**config.mk**
```make
export PLATFORM = sky130hd
export DESIGN_NAME = key_step_debouncer
export DESIGN_NICKNAME = d
export VERILOG_FILES = /design/src/rtl/key_step_debouncer.sv
export SDC_FILE = /design/constraint.sdc
export NUM_CORES = 1
export LEC_CHECK = 0
export BUFFER_PORTS_ARGS = -buffer_cell sky130_fd_sc_hd__buf_2
export CORE_MARGIN = 2
export CORE_UTILIZATION = 30
export CTS_BUF_LIST = sky130_fd_sc_hd__clkbuf_8
export DETAILED_ROUTE_END_ITERATION = 6
export GPL_TIMING_DRIVEN = 0
export PLACE_DENSITY = 0.54
export SYNTH_ARGS = -nofsm -noshare
export SYNTH_HDL_FRONTEND = slang
export SYNTH_SLANG_ARGS = --single-unit
```
**constraint.sdc**
```tcl
create_clock -name clk -period 6.44 [get_ports clk]
set_input_delay 0.966 -clock clk [delete_from_list [all_inputs] [get_ports clk]]
set_output_delay 0.966 -clock clk [all_outputs]
set_load 0.02 [all_outputs]
```
**src/rtl/key_step_debouncer.sv**
```systemverilog
// Two-channel pushbutton debouncer that turns key presses into one-clock step strobes.
// Channel 0 can instead be driven by a free-running auto-run divider.
module key_step_debouncer #(
  parameter int DEBOUNCE_CYCLES = 500000,
  parameter int RUN_DIV         = 5000000
) (
  input  logic       clk,
  input  logic       rst,
  input  logic [1:0] key_n,
  input  logic       run_sw,
  output logic [1:0] step_pulse,
  output logic [1:0] key_level,
  output logic [3:0] state_dbg
);

  localparam int CW = (DEBOUNCE_CYCLES > 1) ? $clog2(DEBOUNCE_CYCLES) : 1;
  localparam int DW = (RUN_DIV > 1) ? $clog2(RUN_DIV) : 1;

  localparam logic [CW-1:0] CNT_LAST = CW'(DEBOUNCE_CYCLES - 1);
  localparam logic [DW-1:0] DIV_LAST = DW'(RUN_DIV - 1);

  localparam logic [1:0] IDLE         = 2'd0;
  localparam logic [1:0] PRESS_WAIT   = 2'd1;
  localparam logic [1:0] PRESSED      = 2'd2;
  localparam logic [1:0] RELEASE_WAIT = 2'd3;

  logic [1:0]          key_meta_q;
  logic [1:0]          key_sync_q;
  logic                run_meta_q;
  logic                run_q;

  logic [1:0][1:0]     st_q;
  logic [1:0][1:0]     st_d;
  logic [1:0][CW-1:0]  cnt_q;
  logic [1:0][CW-1:0]  cnt_d;
  logic [1:0]          accept_q;
  logic [1:0]          accept_d;

  logic [DW-1:0]       div_q;
  logic [DW-1:0]       div_d;
  logic                wrap;

  logic [1:0]          pulse_q;
  logic [1:0]          pulse_d;
  logic [1:0]          level_q;

  // Synchronizers hold the inverted key so reset value 0 means released
  always_ff @(posedge clk or posedge rst) begin
    if (rst) begin
      key_meta_q <= '0;
      key_sync_q <= '0;
      run_meta_q <= 1'b0;
      run_q      <= 1'b0;
    end else begin
      key_meta_q <= ~key_n;
      key_sync_q <= key_meta_q;
      run_meta_q <= run_sw;
      run_q      <= run_meta_q;
    end
  end

  always_comb begin
    st_d     = st_q;
    cnt_d    = cnt_q;
    accept_d = '0;
    for (int i = 0; i < 2; i++) begin
      unique case (st_q[i])
        IDLE: begin
          if (key_sync_q[i]) begin
            st_d[i]  = PRESS_WAIT;
            cnt_d[i] = '0;
          end
        end
        PRESS_WAIT: begin
          if (!key_sync_q[i]) begin
            st_d[i] = IDLE;
          end else if (cnt_q[i] == CNT_LAST) begin
            st_d[i]     = PRESSED;
            accept_d[i] = 1'b1;
          end else begin
            cnt_d[i] = cnt_q[i] + CW'(1);
          end
        end
        PRESSED: begin
          if (!key_sync_q[i]) begin
            st_d[i]  = RELEASE_WAIT;
            cnt_d[i] = '0;
          end
        end
        RELEASE_WAIT: begin
          if (key_sync_q[i]) begin
            st_d[i] = PRESSED;
          end else if (cnt_q[i] == CNT_LAST) begin
            st_d[i] = IDLE;
          end else begin
            cnt_d[i] = cnt_q[i] + CW'(1);
          end
        end
        default: st_d[i] = IDLE;
      endcase
    end
  end

  // Divider is held at zero while auto-run is off
  always_comb begin
    div_d = '0;
    wrap  = 1'b0;
    if (run_q) begin
      if (div_q == DIV_LAST) begin
        wrap = 1'b1;
      end else begin
        div_d = div_q + DW'(1);
      end
    end
  end

  always_comb begin
    pulse_d    = '0;
    pulse_d[1] = accept_q[1];
    pulse_d[0] = run_q ? wrap : accept_q[0];
  end

  always_ff @(posedge clk or posedge rst) begin
    if (rst) begin
      st_q     <= '0;
      cnt_q    <= '0;
      accept_q <= '0;
      div_q    <= '0;
      pulse_q  <= '0;
      level_q  <= '0;
    end else begin
      st_q     <= st_d;
      cnt_q    <= cnt_d;
      accept_q <= accept_d;
      div_q    <= div_d;
      pulse_q  <= pulse_d;
      level_q  <= {st_q[1][1], st_q[0][1]};
    end
  end

  assign step_pulse = pulse_q;
  assign key_level  = level_q;
  assign state_dbg  = {st_q[1], st_q[0]};

endmodule

```
After elaboration in Yosys (flattened, before gate mapping):

Cells that the tools add are included.

* add/subtract/negate cells: 3
* $mul: 0
* div/mod/pow operators: 0
* $lt $le $gt $ge: 0
* equality and inequality tests: 21
* shift operators: 0
* mux-type cells: 36
* bitwise gates (word level): 1
* reductions and logical operators: 6

Operators by type and width (number)
* 19-bit two-way mux: 10
* 19-bit case mux with 4 select lines: 2
* 23-bit two-way mux: 2
* 19-bit by 1-bit adder with 19-bit output, second input constant: 2
* 19-bit == test, second input constant: 2
* 2-bit two-way mux: 12
* 23-bit by 1-bit adder with 23-bit output, second input constant: 1
* 23-bit == test, second input constant: 1
* 2-bit inequality test, second input constant: 8
* 2-bit case mux with 4 select lines: 2
* 4-bit AND reduction: 4
* 3-bit inequality test, second input constant: 4
* 2-bit == test, second input constant: 4
* 1-bit two-way mux: 8
* 2-bit by 1-bit == test with 1-bit output, second input constant: 2
* 2-bit logical NOT: 2
* 2-bit inverter: 1

* bits in registers: 77
* bits in latches: 0
* RAM bits: 0
* memory bits (read-only): 0
* input bits: 5
* output and inout port bits: 8
* logic and storage cells: 79
* memories: 0

Longest topological paths before layout:

Gate-level depths: netlist of the first run.

* depth in word-level cells: 4
* depth in mapped cells: 7
* depth with buffers taken out: 6

Least setup slack after synthesis of the first run:

OpenSTA, ideal clock, no wires.

* kind: register to register
* from: register cnt_q[19] (netlist name)
* to: register cnt_q[33] (netlist name)
* library setup time: 0.121 ns
* arrival time: 1.984 ns
* required time: 6.319 ns
* slack: 4.335 ns
* cell stages (with the launch flop): 8
* path buffers: 1
* clock period less this slack: 2.105 ns
* path through: dfrtp_1 -> ha_1 -> nand2_1 -> or4_1 -> clkbuf_2 -> nor3_1 -> mux2_2 -> a22o_1

* cells in the longest elaborated chain, start to end: 4
* elaborated cells between the ends (all ways): 6
* those cells by class: add/sub: 1; eq/ne: 1; mux: 4

Ends and longest elaborated chain
* from (decl): RTL line 34 `logic [1:0][CW-1:0] cnt_q;`
* from (signal assigned): RTL line 133 `cnt_q <= cnt_d;`
* 19-bit by 1-bit adder with 19-bit output or 19-bit == test (tied branches)
* 19-bit two-way mux (*): RTL line 77, 93
* 19-bit two-way mux (on tied branches): RTL line 91, 75
* 19-bit case mux with 4 select lines (*): RTL line 67 `unique case (st_q[i])`

Mark *: on every way between the ends. The rest lies on a longest branch, timed or not. The select of a mux whose other input is x is not followed.
A chain may end at the register's enable or synchronous reset.

Final worst setup path of the first run:

* from: register cnt_q[19] (netlist name)
* to: register cnt_q[37] (netlist name)

Same word-level chain as after synthesis.

==> results.cfg, run 1 <==
[logic_synthesis]
synthCells = 401
synth_top_area_share_pct = 49.3
synth-edff-count = 0
synthTopCellsByArea = dfrtp_1, nor2_1, xnor2_1, nand3_1, nand2_1
async_flop_share_pct = 100
avgSynthCellArea_um2 = 9.74
synth_ff_type = dfrtp_1
ys.warnings.count = 0
seq_area_frac_synth_pct = 49.3
synth-seq-cells = 77
yosys.area.top_type = dfrtp_1
yosys.cell_types.count = 51
syn_nets = 409
syn_area_mm2 = 0.00391

[cts]
cts_tree = yes
cts.path.max_buffers = 2
cts_buffers = 9
clk_pin_slew_ns = 0.08
cts_root_buf = clkbuf_8
clk_latency_ns = 0.36
htree_levels = 3
postCtsResizedCells = 0
clkSinkCount = 77
post-cts-setup-buffer-count = 0
ctsHoldBuffers = 0

[layout]
diodes = 0
stdcell_count = 602
drive_gt1_share_pct = 11.6
num-fill-cells = 1317
multiInputGateArea_mm2 = 0.00186
seqCellArea_mm2 = 0.00193
final_common_cell = dfrtp_1
layout_common_cells = dfrtp_1, nor2_1, nand2_1
area_growth_pct = 14.0
fin_nets = 433

[routing]
via_per_inst = 5.01
wl_per_cell_um = 14.2
first_iter_violations = 137
vias = 3017
first_pass_iters = 4
ant_nets = 0
drt-total-wl_mm = 8.53
drc_errors = 0

[timing]
worst_slew_pin_slew_ns = 0.702
fin_setup_tns_ns = 0
fin_worst_skew_ns = 0.00514
hold_viol = 0
clock.fmax_ghz = 0.435
holdWs_ns = 0.352
drv_slew = 0
period_minus_slack_ns = 2.30
rsz0062_at_grt = no
max_slew_margin_pct = 52.9
setup_viol = 0
timing.final.crit_share_pct = 35.7

[placed_design]
gp_congestion = 0.763
dp_hpwl_mm = 5.81
dp_cells = 586
place.port_buffers = 12

[grt]
antenna_found_initial = 0
grt_pass1_wl_mm = 14.9
grt.total_usage_pct = 13.2
first_global_vias = 3043
grt_overflow = 0
grt_max_degree = 61

[power_and_ir_drop]
p_leak_nw = 1.93
ir_drop_mv = 0.142
power_density_mw_per_mm2 = 225

[floorplanning]
pin_count = 13
rows = 41
fp.coreArea_mm2 = 0.0127
die_area_mm2 = 0.0140
die_w_um = 118
die_h_um = 118
floorplan.initialDensity_pct = 30.8

[worst_setup_path]
cp-end-kind = register
timing.rr.start = cnt_q[19]
crit_chain = ha_1 -> nand2_1 -> or4_1 -> clkbuf_2 -> nor3_1 -> mux2_2 -> a22o_1
crit_required_ns = 6.69
critPathMaxStageDelay_ns = 0.49
slowest_stage = or4_1
cp-start-kind = register
cp-startpoint = cnt_q[19]
worstPathMaxFanout = 7
criticalPathCategory = reg2reg
worst_ep_arrival_time_ns = 2.55

[run_status]
outcome = completed

[run]
drv_cap = 0

[hold_path]
hold_class = reg2reg
hp-start = key_meta_q[0]
==> critical path, delay by kind of cell, from the launching register on <==
family	cells	cell delay (ns)
muxes	1	0.36
DFF	1	0.42
and+or+nand+nor	3	0.79
AOI/OAI and AO/OA	1	0.18
adders and majority gates	1	0.26
buffers and inverters	1	0.18
==> worst paths after layout <==
check / endpoint / slack [ns] / cells past startpoint
min reg2reg: key_sync_q[0] / 0.35 / 0
max in group asynchronous: cnt_q[7] / 5.34 / 3
max: cnt_q[37] / 4.14 / 7
max reg2reg: cnt_q[37] / 4.14 / 7
min in group asynchronous: key_level[1] / 0.54 / 2
min: key_sync_q[0] / 0.35 / 0
==> Yosys cell counts, types with 5 or more instances <==
master / number
nand4_1: 11
inv_1: 13
xor2_1: 13
a22o_1: 13
nor4_1: 8
nand2_1: 35
a21oi_1: 6
nor3_1: 13
xnor2_1: 17
o21ai_0: 13
dfrtp_1: 77
nor4b_1: 5
nand3_1: 28
and3_1: 12
a21o_1: 8
or4_1: 8
nor2_1: 50
mux2_2: 10
clkbuf_1: 7
==> area by class of cell <==
type / count / area share, %
multi-input cells: 297 / 41.7
well taps: 172 / 4.83
plain buffers: 14 / 1.63
repair buffers: 13 / 1.97
clock buffers: 10 / 3.09
inverters: 13 / 1.15
clock inverters: 6 / 2.30
flip-flops and latches: 77 / 43.3
==> state kept, by name, summed over array words and instances (netlist names), named ones only <==
| signal | cells |
|---|---|
| step_pulse | 2 |
| state_dbg | 2 |
| cnt_q | 38 |
| key_sync_q | 2 |
| accept_q | 2 |
| key_level | 2 |
| run_meta_q | 1 |
| div_q | 23 |
| key_meta_q | 2 |
| run_q | 1 |
==> routing by layer <==
layer / GRT usage, % / share of wire [%] / vias up
met5: 0 / 0 / -
met4: 5.57 / 1.1 / 0
met2: 20.7 / 47 / 48
li1: - / - / 1490
met3: 3.15 / 3.1 / 6
met1: 17.5 / 48 / 1473
==> report_power, final <==
part	switching (mW)	internal, mW	total, mW
registers	0.0117	0.493	0.505
clock network	0.181	0.265	0.446
logic	0.0341	0.0174	0.0515
total	0.227	0.775	1.00
==> metrics by stage <==
step	setup WS, ns	total power, mW	utilization [%]	cell area [um^2]
2_1_floorplan	3.51	0.547	-	3910
3_3_place_gp	2.54	0.563	33.0	4180
3_5_place_dp	4.14	0.567	33.2	4210
4_1_cts	4.11	1.02	35.1	4450
5_1_grt	3.96	1.05	35.1	4450
6_report	4.14	1.00	35.1	4450
==> cells by family (layout without fill, tap and decap cells) <==
kind of cell,count (synthesis),in the layout,synth area share (%)
xor+xnor,30,30,6.73
simple gates,193,193,25.8
mux,10,10,2.88
buf+inv,27,56,3.11
flops,77,77,49.3
compound gates,61,61,11.2
fa+ha+maj,3,3,0.961
No activity file was read; power rests on OpenSTA's default activity.
==> run 2: changes to the inputs <==
--- a/config.mk
+++ b/config.mk
@@ -5,6 +5,7 @@
 export SDC_FILE = /design/constraint.sdc
 export NUM_CORES = 1
 export LEC_CHECK = 0
+export ABC_AREA = 1
 export BUFFER_PORTS_ARGS = -buffer_cell sky130_fd_sc_hd__buf_2
 export CORE_MARGIN = 2
 export CORE_UTILIZATION = 30
==> constraint.sdc (replaced) <==
create_clock -name clk -period 2.25 [get_ports clk]
set_input_delay 0.3375 -clock clk [delete_from_list [all_inputs] [get_ports clk]]
set_output_delay 0.3375 -clock clk [all_outputs]
set_load 0.02 [all_outputs]
==> run 2 against run 1 <==
Effect of this change:
- die area grew 12%
- critical path type unchanged
- worst setup slack lost 3.9 ns
- register-to-register slack lost 3.9 ns
- non-clock buffer count shrank 3
- largest power group unchanged
- cell count grew 37%
- critical path depth grew 3
- fmax grew 15%
- sequential power grew to 2.9 times the previous value
- first-iteration DRC count grew 110%
- global-route usage grew 0.55 points
- final area grew 10%
==> results.cfg, run 2 <==
[logic_synthesis]
syn_nets = 619
synth_top_family_by_area = simple AND/OR/NAND/NOR gates
yosys.area_share.adder_pct = 0.852
yosys-top-cells-count = nand2_1, nor2_1, dfrtp_1
yosys.cell_types.count = 32
syn_area_mm2 = 0.00441
synthSimpleGateAreaFrac_pct = 39.1
synth_mux_area_share_pct = 0
ys.warnings.count = 0
synthTopCellsByArea = dfrtp_1, nand2_1, nor2_1, nand3_1, inv_1
synth_compound_area_share_pct = 5.68
avgSynthCellArea_um2 = 7.21
synth_xor_area_share_pct = 3.98
synth_ff_type = dfrtp_1
yosysMostFrequentCell = nand2_1
yosys.area.top_type = dfrtp_1
seq_area_frac_synth_pct = 43.7
async_flop_share_pct = 100
synth-seq-cells = 77
synthCells = 611
synth_top_area_share_pct = 43.7
synth-edff-count = 0

[worst_setup_path]
endpoint = cnt_q[28]
timing.rr.start = cnt_q[19]
worstPathMaxFanout = 10
worst_ep_arrival_time_ns = 2.24
cp-end-kind = register
critPathMaxStageDelay_ns = 0.49
r2r-end = cnt_q[28]
cp-start-kind = register
slowest_stage = dfrtp_1
r2r_cells = 10
criticalPathCategory = reg2reg
rrSetupSlack_ns = 0.25
cp-startpoint = cnt_q[19]
crit_chain = ha_1 -> nand3_2 -> inv_2 -> nand3_2 -> nor2_4 -> nor2_4 -> clkinv_4 -> buf_6 -> nand2_1 -> o21ai_0
crit_required_ns = 2.49

[cts]
htree_levels = 3
clk_latency_ns = 0.36
cts_root_buf = clkbuf_8
post-cts-setup-buffer-count = 0
cts_buffers = 9
clkSinkCount = 77
clk_pin_slew_ns = 0.08
cts_tree = yes
postCtsResizedCells = 0
cts.path.max_buffers = 2

[timing]
fin_setup_tns_ns = 0
setup_slack_ns = 0.251
setup_viol = 0
worst_slew_pin_slew_ns = 0.511
clock.fmax_ghz = 0.500
period_minus_slack_ns = 2.00
rsz0062_at_grt = no
drv_slew = 0
hold_viol = 0
timing.final.crit_share_pct = 88.8
fin_worst_skew_ns = 0.0120
max_slew_margin_pct = 65.9
holdWs_ns = 0.0722

[run_status]
outcome = completed

[grt]
antenna_found_initial = 0
grt_overflow = 0
grt.total_usage_pct = 13.8
grt_max_degree = 36
first_global_vias = 3782
grt_pass1_wl_mm = 17.8

[placed_design]
pre_cts_ws_ns = 0.279
gp_congestion = 0.890
place.port_buffers = 12
dp_hpwl_mm = 7.52

[routing]
ant_nets = 0
first_pass_iters = 6
via_per_inst = 4.72
drt-total-wl_mm = 10.0
wl_per_cell_um = 12.2
vias = 3897
drc_errors = 0
first_iter_violations = 293

[layout]
seqCellArea_mm2 = 0.00193
diodes = 0
top_regs = cnt_q x38, div_q x23
drive_gt1_share_pct = 8.57
num-fill-cells = 1567
multiInputGateArea_mm2 = 0.00219
fin_nets = 645
layout_common_cells = nand2_1, nor2_1, dfrtp_1
regMostFlops = cnt_q
largest_reg_flops = 38
area_growth_pct = 11.6
final_common_cell = nand2_1

[floorplanning]
pin_count = 13
fp.coreArea_mm2 = 0.0144
die_w_um = 125
rows = 44
die_h_um = 125
die_area_mm2 = 0.0157
floorplan.initialDensity_pct = 30.5

[power_and_ir_drop]
power_density_mw_per_mm2 = 522
p_leak_nw = 2.05
ir_drop_mv = 0.247
power.total_mw = 2.57

[run]
drv_cap = 0

[hold_path]
hold_class = in2reg
[run 2: timing repair]
| item | CTS | global route |
|---|---|---|
| endpoints found under the setup margin | 0 | 0 |
| hold buffers | 1 | 0 |
| endpoints found under the hold margin | 14 | 0 |
[run 2: layout make-up]
cell class,instances,share of cell area (%)
Sequential cell,77,39.2
Buffer,9,1.42
Inverter,58,4.60
Multi-Input combinational cell,467,44.4
Clock buffer,10,2.80
Timing Repair Buffer,15,2.24
Tap cell,184,4.68
Clock inverter,6,0.636
[run 2: power breakdown]
| group | leakage, nW | total, mW | internal [mW] | switching [mW] |
|---|---|---|---|---|
| clock | 0.0984 | 0.941 | 0.419 | 0.522 |
| sequential | 1.05 | 1.45 | 1.41 | 0.0376 |
| combinational | 0.899 | 0.176 | 0.0545 | 0.121 |
| total | 2.05 | 2.57 | 1.88 | 0.681 |
[run 2: logic make-up after synthesis]
| group | count (synthesis) |
|---|---|
| AND/OR/NAND/NOR | 399 |
| adder cells (fa/ha/maj) | 3 |
| XOR/XNOR | 20 |
| AO/OA/AOI/OAI | 45 |
| buffers and inverters | 67 |
| flip-flops | 77 |
[run 2: per-stage QoR]
step,util [%],std cells,cell area (um^2)
global placement,32.6,807,4700
floorplan,-,611,4410
CTS,34.1,826,4920
global route,34.1,826,4920
detailed placement,32.9,809,4740
finish,34.1,826,4920
[run 2: how the worst min path moves through the flow]
stage | startpoint | endpoint | cells past startpoint
after global placement | key_meta_q[1] | key_sync_q[1] | 0
after detailed placement | rst | key_meta_q[1] | 2
final | run_sw | run_meta_q | 1
after floorplan | key_meta_q[0] | key_sync_q[0] | 0
after global routing | run_sw | run_meta_q | 1
after CTS | run_sw | run_meta_q | 1
[run 2: critical path, delay by kind of cell (launching register included)]
family / cells / cell delay, ns
and+or+nand+nor: 5 / 0.62
DFF: 1 / 0.49
adders and majority gates: 1 / 0.34
buffers and inverters: 3 / 0.34
AOI/OAI and AO/OA: 1 / 0.08
[run 2: routing by layer]
layer	routed length (um)	GRT usage, %	part of all wire, %	vias up
li1	-	-	-	2019
met1	5030	18.9	50	1809
met2	4500	21.9	45	55
met3	329	2.44	3.3	14
met4	180	5.10	1.8	0
met5	0	0	0	-
